<file path="config.mk">
export PLATFORM = sky130hd
export DESIGN_NAME = led_pattern_gen
export DESIGN_NICKNAME = d
export VERILOG_FILES = /design/src/rtl/led_pkg.sv /design/src/rtl/tick_prescaler.sv /design/src/rtl/led_pattern_gen.sv
export SDC_FILE = /design/constraint.sdc
export NUM_CORES = 1
export LEC_CHECK = 0
export BUFFER_PORTS_ARGS = -buffer_cell sky130_fd_sc_hd__buf_2
export CAP_MARGIN = 40
export CORE_MARGIN = 5
export CORE_UTILIZATION = 35
export DETAILED_ROUTE_END_ITERATION = 8
export PLACE_DENSITY = 0.58
export SYNTH_ARGS = -nofsm -noshare
export SYNTH_HDL_FRONTEND = slang
export SYNTH_SLANG_ARGS = --single-unit
</file>
<file path="constraint.sdc">
create_clock -name clk -period 2.1 [get_ports clk]
set_input_delay 0.105 -clock clk [delete_from_list [all_inputs] [get_ports clk]]
set_output_delay 0.105 -clock clk [all_outputs]
set_load 0.05 [all_outputs]
</file>
<file path="src/rtl/led_pkg.sv">
// Shared mode encoding and per-mode seed patterns for the LED pattern engine.
package led_pkg;

    typedef enum logic [1:0] {
        MODE_TOGGLE = 2'd0,
        MODE_CHASE  = 2'd1,
        MODE_BOUNCE = 2'd2,
        MODE_COUNT  = 2'd3
    } mode_e;

    localparam int unsigned MAX_LEDS = 32;

    // Callers truncate the result to their own LED count.
    function automatic logic [MAX_LEDS-1:0] seed_pattern(input mode_e mode);
        logic [MAX_LEDS-1:0] seed;
        case (mode)
            MODE_CHASE, MODE_BOUNCE: seed = 32'd1;
            default:                 seed = '0;
        endcase
        return seed;
    endfunction

endpackage

</file>
<file path="src/rtl/tick_prescaler.sv">
// Free-running 0..DIV-1 counter; tick is high combinationally in the enabled wrap cycle.
module tick_prescaler #(
    parameter int unsigned DIV = 10
) (
    input  logic clk,
    input  logic rst,
    input  logic en,
    input  logic clr,
    output logic tick
);

    localparam int unsigned CW = (DIV > 1) ? $clog2(DIV) : 1;
    localparam logic [CW-1:0] LAST = CW'(DIV - 1);

    if (DIV < 2) begin : g_div_check
        $error("tick_prescaler: DIV must be at least 2");
    end

    logic [CW-1:0] r_cnt;
    logic          w_wrap;

    assign w_wrap = en && (r_cnt == LAST);
    assign tick   = w_wrap;

    always_ff @(posedge clk) begin
        if (rst || clr) begin
            r_cnt <= '0;
        end else if (w_wrap) begin
            r_cnt <= '0;
        end else if (en) begin
            r_cnt <= r_cnt + 1'b1;
        end
    end

endmodule

</file>
<file path="src/rtl/led_pattern_gen.sv">
// LED pattern engine: prescaled step strobe drives one of four runtime-selectable patterns.
import led_pkg::*;

module led_pattern_gen #(
    parameter int unsigned N_LEDS     = 8,
    parameter int unsigned CLK_HZ     = 12000000,
    parameter int unsigned STEP_HZ    = 1,
    parameter bit          ACTIVE_LOW = 1'b1
) (
    input  logic              clk,
    input  logic              rst,
    input  logic              enable_i,
    input  logic [1:0]        mode_i,
    input  logic              mode_load_i,
    output logic [1:0]        mode_o,
    output logic              tick_o,
    output logic [N_LEDS-1:0] led_o
);

    localparam int unsigned DIV = CLK_HZ / STEP_HZ;
    localparam logic [N_LEDS-1:0] PAT_ONE = N_LEDS'(1);

    if (N_LEDS < 1 || N_LEDS > MAX_LEDS) begin : g_leds_check
        $error("led_pattern_gen: N_LEDS must be in 1..32");
    end
    if (DIV < 2) begin : g_div_check
        $error("led_pattern_gen: CLK_HZ/STEP_HZ must be at least 2");
    end

    logic [N_LEDS-1:0] r_pat;
    logic              r_dir;
    mode_e             r_mode;
    logic              r_tick;

    logic              w_wrap;
    logic              w_step;
    logic [N_LEDS-1:0] w_pat_nxt;
    logic              w_dir_nxt;
    logic [N_LEDS-1:0] w_seed;

    tick_prescaler #(
        .DIV (DIV)
    ) u_prescaler (
        .clk  (clk),
        .rst  (rst),
        .en   (enable_i),
        .clr  (mode_load_i),
        .tick (w_wrap)
    );

    // A coincident mode load discards the step.
    assign w_step = w_wrap && !mode_load_i;
    assign w_seed = N_LEDS'(seed_pattern(mode_e'(mode_i)));

    always_comb begin
        w_pat_nxt = r_pat;
        w_dir_nxt = r_dir;
        case (r_mode)
            MODE_TOGGLE: begin
                w_pat_nxt = ~r_pat;
            end
            MODE_CHASE: begin
                if (r_pat == '0) begin
                    w_pat_nxt = PAT_ONE;
                end else begin
                    w_pat_nxt = (r_pat << 1) | (r_pat >> (N_LEDS - 1));
                end
            end
            MODE_BOUNCE: begin
                if (r_pat == '0) begin
                    w_pat_nxt = PAT_ONE;
                    w_dir_nxt = 1'b0;
                end else if (N_LEDS == 1) begin
                    w_pat_nxt = PAT_ONE;
                end else if (!r_dir) begin
                    if (r_pat[N_LEDS-1]) begin
                        w_pat_nxt = r_pat >> 1;
                        w_dir_nxt = 1'b1;
                    end else begin
                        w_pat_nxt = r_pat << 1;
                    end
                end else begin
                    if (r_pat[0]) begin
                        w_pat_nxt = r_pat << 1;
                        w_dir_nxt = 1'b0;
                    end else begin
                        w_pat_nxt = r_pat >> 1;
                    end
                end
            end
            MODE_COUNT: begin
                w_pat_nxt = r_pat + PAT_ONE;
            end
            default: begin
                w_pat_nxt = r_pat;
            end
        endcase
    end

    always_ff @(posedge clk) begin
        if (rst) begin
            r_pat  <= '0;
            r_dir  <= 1'b0;
            r_mode <= MODE_TOGGLE;
            r_tick <= 1'b0;
        end else if (mode_load_i) begin
            r_mode <= mode_e'(mode_i);
            r_pat  <= w_seed;
            r_dir  <= 1'b0;
            r_tick <= 1'b0;
        end else begin
            r_tick <= w_step;
            if (w_step) begin
                r_pat <= w_pat_nxt;
                r_dir <= w_dir_nxt;
            end
        end
    end

    assign mode_o = r_mode;
    assign tick_o = r_tick;
    assign led_o  = ACTIVE_LOW ? ~r_pat : r_pat;

endmodule

</file>
## After elaboration in Yosys (flattened, before gate mapping)

Cells that the tools add are included.

- Register bits: 36
- Logic and storage cells: 39
- Bits of input ports: 6

- Bitwise gates (word level): 2
- Reduce and logical (&&, ||, !) cells: 11
- Add/sub/neg operators: 2
- Equal/unequal tests: 6
- Mux-type cells: 13

Operators by type and width:

| operator | count |
|---|---|
| $mux 8 | 7 |
| $pmux 8 s4 | 1 |
| $add 24x1->24 const B | 1 |
| $eq 24x24->1 const B | 1 |
| $add 8x1->8 const B | 1 |
| $logic_not 8->1 | 1 |
| $not 8->8 | 1 |
| $or 8x1->8 | 1 |
| $eq 2x2->1 const B | 3 |
| $reduce_or 2->1 | 3 |
| $mux 1 | 5 |
| $eq 2x1->1 const B | 2 |
| $logic_and 1x1->1 | 2 |
| $logic_not 2->1 | 1 |
| $reduce_and 2->1 | 1 |
| $reduce_bool 2->1 | 1 |
| $logic_not 1->1 | 1 |
| $logic_or 1x1->1 | 1 |

## Depth between registers and ports, before layout

- Word-level depth: 6
- Gate-level depth with buffers: 8

## Hierarchy

A second synthesis with hierarchy kept.

- Cells, all modules: 268
- Area total of the unflattened synthesis: 2207.1 sq um

Modules (own cells, without submodules):

| module | area each (sq um) | instances | seq. area each (sq um) | cells each |
|---|---|---|---|---|
| tick_prescaler | 1184.9 | 1 | 480.5 | 138 |
| led_pattern_gen | 1022.2 | 1 | 240.2 | 130 |

## Worst setup path before layout

Ideal clock, no wire load.

- Path kind: register to register
- Start: reg r_pat[0]
- End: reg r_pat[2]
- Stages on the path, launching flop included: 8
- Library setup time: 0.136 ns
- Buffers on the path: 0
- Slack: -0.352 ns
- Arrival time: 2.317 ns
- Period minus slack after synthesis: 2.452 ns
- Cells stage by stage: dfxtp_1 -> inv_1 -> ha_1 -> or4b_4 -> or4_4 -> a311oi_1 -> o31a_1 -> o32ai_1

- Cells in the longest elaborated chain, start to end: 6
- Elaborated cells on any way between the ends: 9
- Those cells by class: add/sub (1); mux (7); reduce/logical (1)

Ends and longest elaborated chain:

| element | line | source |
|---|---|---|
| start: declaration | led_pattern_gen.sv:30 | `logic [N_LEDS-1:0] r_pat;` |
| start signal: assignment | led_pattern_gen.sv:108 | `r_pat <= w_seed;` |
| start signal: assignment | led_pattern_gen.sv:114 | `r_pat <= w_pat_nxt;` |
| parallel branches: the longest is 3 deep, another holds $add 8x1->8 | - |  |
| $pmux 8 s4 (*) | led_pattern_gen.sv:58 | `case (r_mode)` |
| $mux 8 (*) | led_pattern_gen.sv:113 | `if (w_step) begin` |
| $mux 8 (*) | led_pattern_gen.sv:106 | `end else if (mode_load_i) begin` |

Every way passes the cells marked *. The select of a mux whose other input is x is not followed.
A chain may end at the register's enable or synchronous reset.

## Worst setup path in the final report

Ends and elaborated chain as after synthesis.

==> flow_metrics.py <==
metrics = {
    "critical_path": {
        "r2r_start": "r_pat[0]",
        "path_class": "flip-flop to flip-flop",
        "arrival_ns": 2.26,
        "end_kind": "flip-flop",
        "worstPathRequired_ns": 2.27,
        "r2r-end": "r_pat[2]",
        "reg2regPathDepth": 7,
        "r2r_setup_slack_ns": 0.01,
        "critPathLaunchType": "flip-flop",
        "worstPathMaxFanout": 3,
    },
    "min_path": {
        "hp-start": "rst",
        "hold_depth": 2,
        "min_to": "mode_o[1]",
        "hp-class": "input port to flip-flop",
    },
    "power_and_ir_drop": {
        "clockPowerShare_pct": 42.6,
        "total_power_mw": 1.436,
        "p_per_area_nw_per_um2": 567.2,
        "seqPwrFrac_pct": 48.7,
        "power.leakage_nw": 0.8551,
        "p_sw_share_pct": 24.03,
        "power_switching_mw": 0.3450,
        "p_int_mw": 1.091,
        "ir_drop_v": 0.0002476,
        "p_comb_share_pct": 8.6,
    },
    "synth": {
        "synth_edf_count": 0,
        "synth_common_cells": "nor2_1 (40), dfxtp_1 (36), nand2_1 (23)",
        "netlist_instances": 263,
        "synth_area_um2": 2092,
        "synth_top_area_share_pct": 34.45,
        "synth.most_common_cell": "nor2_1",
        "ys_warn_count": 0,
        "synthesis.nets": 273,
        "yosys.area.top_type": "dfxtp_1",
        "synth.distinct_cells": 51,
        "synth_ff_type": "dfxtp_1",
        "synth_seq_cells": 36,
        "synthArstFlopShare_pct": 0,
        "syn_area_per_cell_um2": 7.954,
        "synthTopCellsByArea": "dfxtp_1 (34%), nor2_1 (7.2%), xnor2_1 (6.3%)",
        "yosysSeqAreaShare_pct": 34.45,
    },
    "cells_and_area": {
        "n_antenna_cell": 0,
        "layout.cells.non_filler": 369,
        "final_core_util_pct": 43.26,
        "syn2layout_area_growth_pct": 20.99,
        "layout.nets": 303,
        "drive_above_1_share_pct": 21.43,
    },
    "sta": {
        "hold_violations": 0,
        "setup_violations": 0,
        "grt_setup_unrepaired": "true",
        "max_freq_mhz": 478.5,
        "post-route-period-util_pct": 99.52,
        "final-max-slew-violation-count": 0,
        "fin_skew_ns": 0.01235,
        "slew_headroom_pct": 42.16,
        "period_needed_ns": 2.090,
        "worst_pin_slew_ns": 0.8457,
        "hold_slack_ns": 0.01106,
    },
    "grt": {
        "grt_max_degree": 23,
        "grt_pass1_wl_um": 8383,
        "grt_usage_pct": 13.70,
        "antenna_found_initial": 0,
        "first_global_vias": 1812,
        "grt.overflow.total": 0,
    },
    "drt": {
        "drc": 0,
        "via_per_inst": 5.306,
        "drt_iter0_drc": 97,
        "ant_nets": 0,
        "num_vias": 1958,
        "firstDrtPassIters": 4,
        "avgRoutedWirePerCell_um": 13.44,
        "drt_wl_total_um": 4960,
    },
    "outcome": {
        "status": "complete, no violations",
    },
    "die": {
        "ios": 17,
        "dieHeight_um": 87.31,
        "die-area_um2": 7623,
        "num_rows": 28,
        "coreArea_um2": 5851,
        "initial_core_util_pct": 35.76,
        "die_w_um": 87.31,
    },
    "clock_tree": {
        "clk_root_buffer_cell": "clkbuf_8",
        "numCtsBuffers": 5,
        "cts.clk_slew.worst_paths_ns": 0.08,
        "ctsHtreeMaxLevel": 2,
        "postCtsHoldBufs": 0,
        "clock-sinks": 36,
        "cts_buffer_depth": 2,
        "insertion_delay_ns": 0.29,
        "cts_tree": "built",
    },
    "place": {
        "hpwlAfterDp_um": 3710,
        "io_buffers": 16,
        "placed_cells": 359,
        "routabilityCongestion": 0.8300,
    },
    "run": {
        "cap_viol_max_count": 0,
    },
}
## layout make-up
cell class	count	area, µm²
fill	592	3319
multi-input combinational	201	1296
sequential	36	723.2
timing repair buffer	38	257.7
tap	75	93.84
clock buffer	5	68.82
inverter	11	48.80
clock inverter	3	42.54
## flip-flops by register name, indices dropped and copies added, names as in the netlist
| register | count |
|---|---|
| r_dir | 1 |
| tick_o | 1 |
| r_pat | 8 |
| mode_o | 2 |
| u_prescaler.r_cnt | 24 |
## power by group through the flow
stage | clock network, mW | logic [mW] | registers [mW]
finish | 0.612 | 0.124 | 0.699
global route | 0.665 | 0.135 | 0.701
CTS | 0.637 | 0.117 | 0.699
detailed placement | 0 | 0.114 | 0.715
global placement | 0 | 0.113 | 0.715
floorplan | 0 | 0.0726 | 0.717
## per-stage QoR
stage          setup TNS (ns)  setup WS [ns]  cell area, µm²
2_1_floorplan         -0.2619        -0.1356            2102
3_3_place_gp                0        0.06162            2369
3_5_place_dp         -0.01756       -0.01756            2369
4_1_cts                     0        0.01192            2491
5_1_grt              -0.07781       -0.04286            2531
6_report                    0        0.01008            2531
## placed cells by master (no fill, tap or decap), types with 2 or more instances in the layout
master	count
buf_2	16
clkinvlp_4	3
buf_4	21
ha_1	3
nand2_1	23
a2111oi_0	2
dfxtp_2	2
or3_1	2
nor4_1	4
a21oi_1	8
o31ai_1	2
nand3_1	12
o21ai_0	7
nor2_1	40
and2_1	2
and3_1	7
mux2i_1	6
a31o_2	2
clkbuf_8	5
nor3_1	9
nor4_2	2
nand2b_1	3
dfxtp_1	34
xnor2_1	15
o32ai_1	2
inv_1	6
nand4_1	7
a211oi_1	3
xor2_1	10
a31oi_1	5
or4_1	2
inv_2	3
## worst max-delay path: stages (launching register included)
cell	delay [ns]
dfxtp_2	0.34
clkinvlp_4	0.09
ha_4	0.13
or4b_4	0.46
or4_4	0.47
a311oi_2	0.25
o31a_1	0.16
o32ai_1	0.07
## logic make-up after synthesis
group / Yosys count / synth area share [%]
mux: 6 / 2.871
simple gates: 120 / 28.83
flops: 36 / 34.45
buf+inv: 26 / 5.323
xor+xnor: 25 / 10.47
fa+ha+maj: 4 / 2.392
compound gates: 46 / 15.67
## worst max-delay path by stage
stage	start	to	cells after the start
floorplan	r_pat[0]	r_pat[2]	7
global placement	r_pat[0]	r_pat[2]	7
detailed placement	r_pat[1]	r_pat[1]	6
CTS	r_pat[1]	r_pat[2]	7
global route	r_pat[0]	r_pat[2]	7
finish	r_pat[0]	r_pat[2]	7
## repair_timing
action / 4_1_cts / 5_1_grt
setup buffers: 0 / 2
cloned: 0 / 0
resized for setup: 2 / 3
endpoints found under the setup margin: 2 / 2
pin swaps: 0 / 0
## layer usage
metal  GRT usage, %  wire [µm]
met5              0          0
met4          4.045         29
met3          3.500        249
met2          23.56       2384
met1          16.70       2296
No activity file was read; power rests on OpenSTA's default activity.
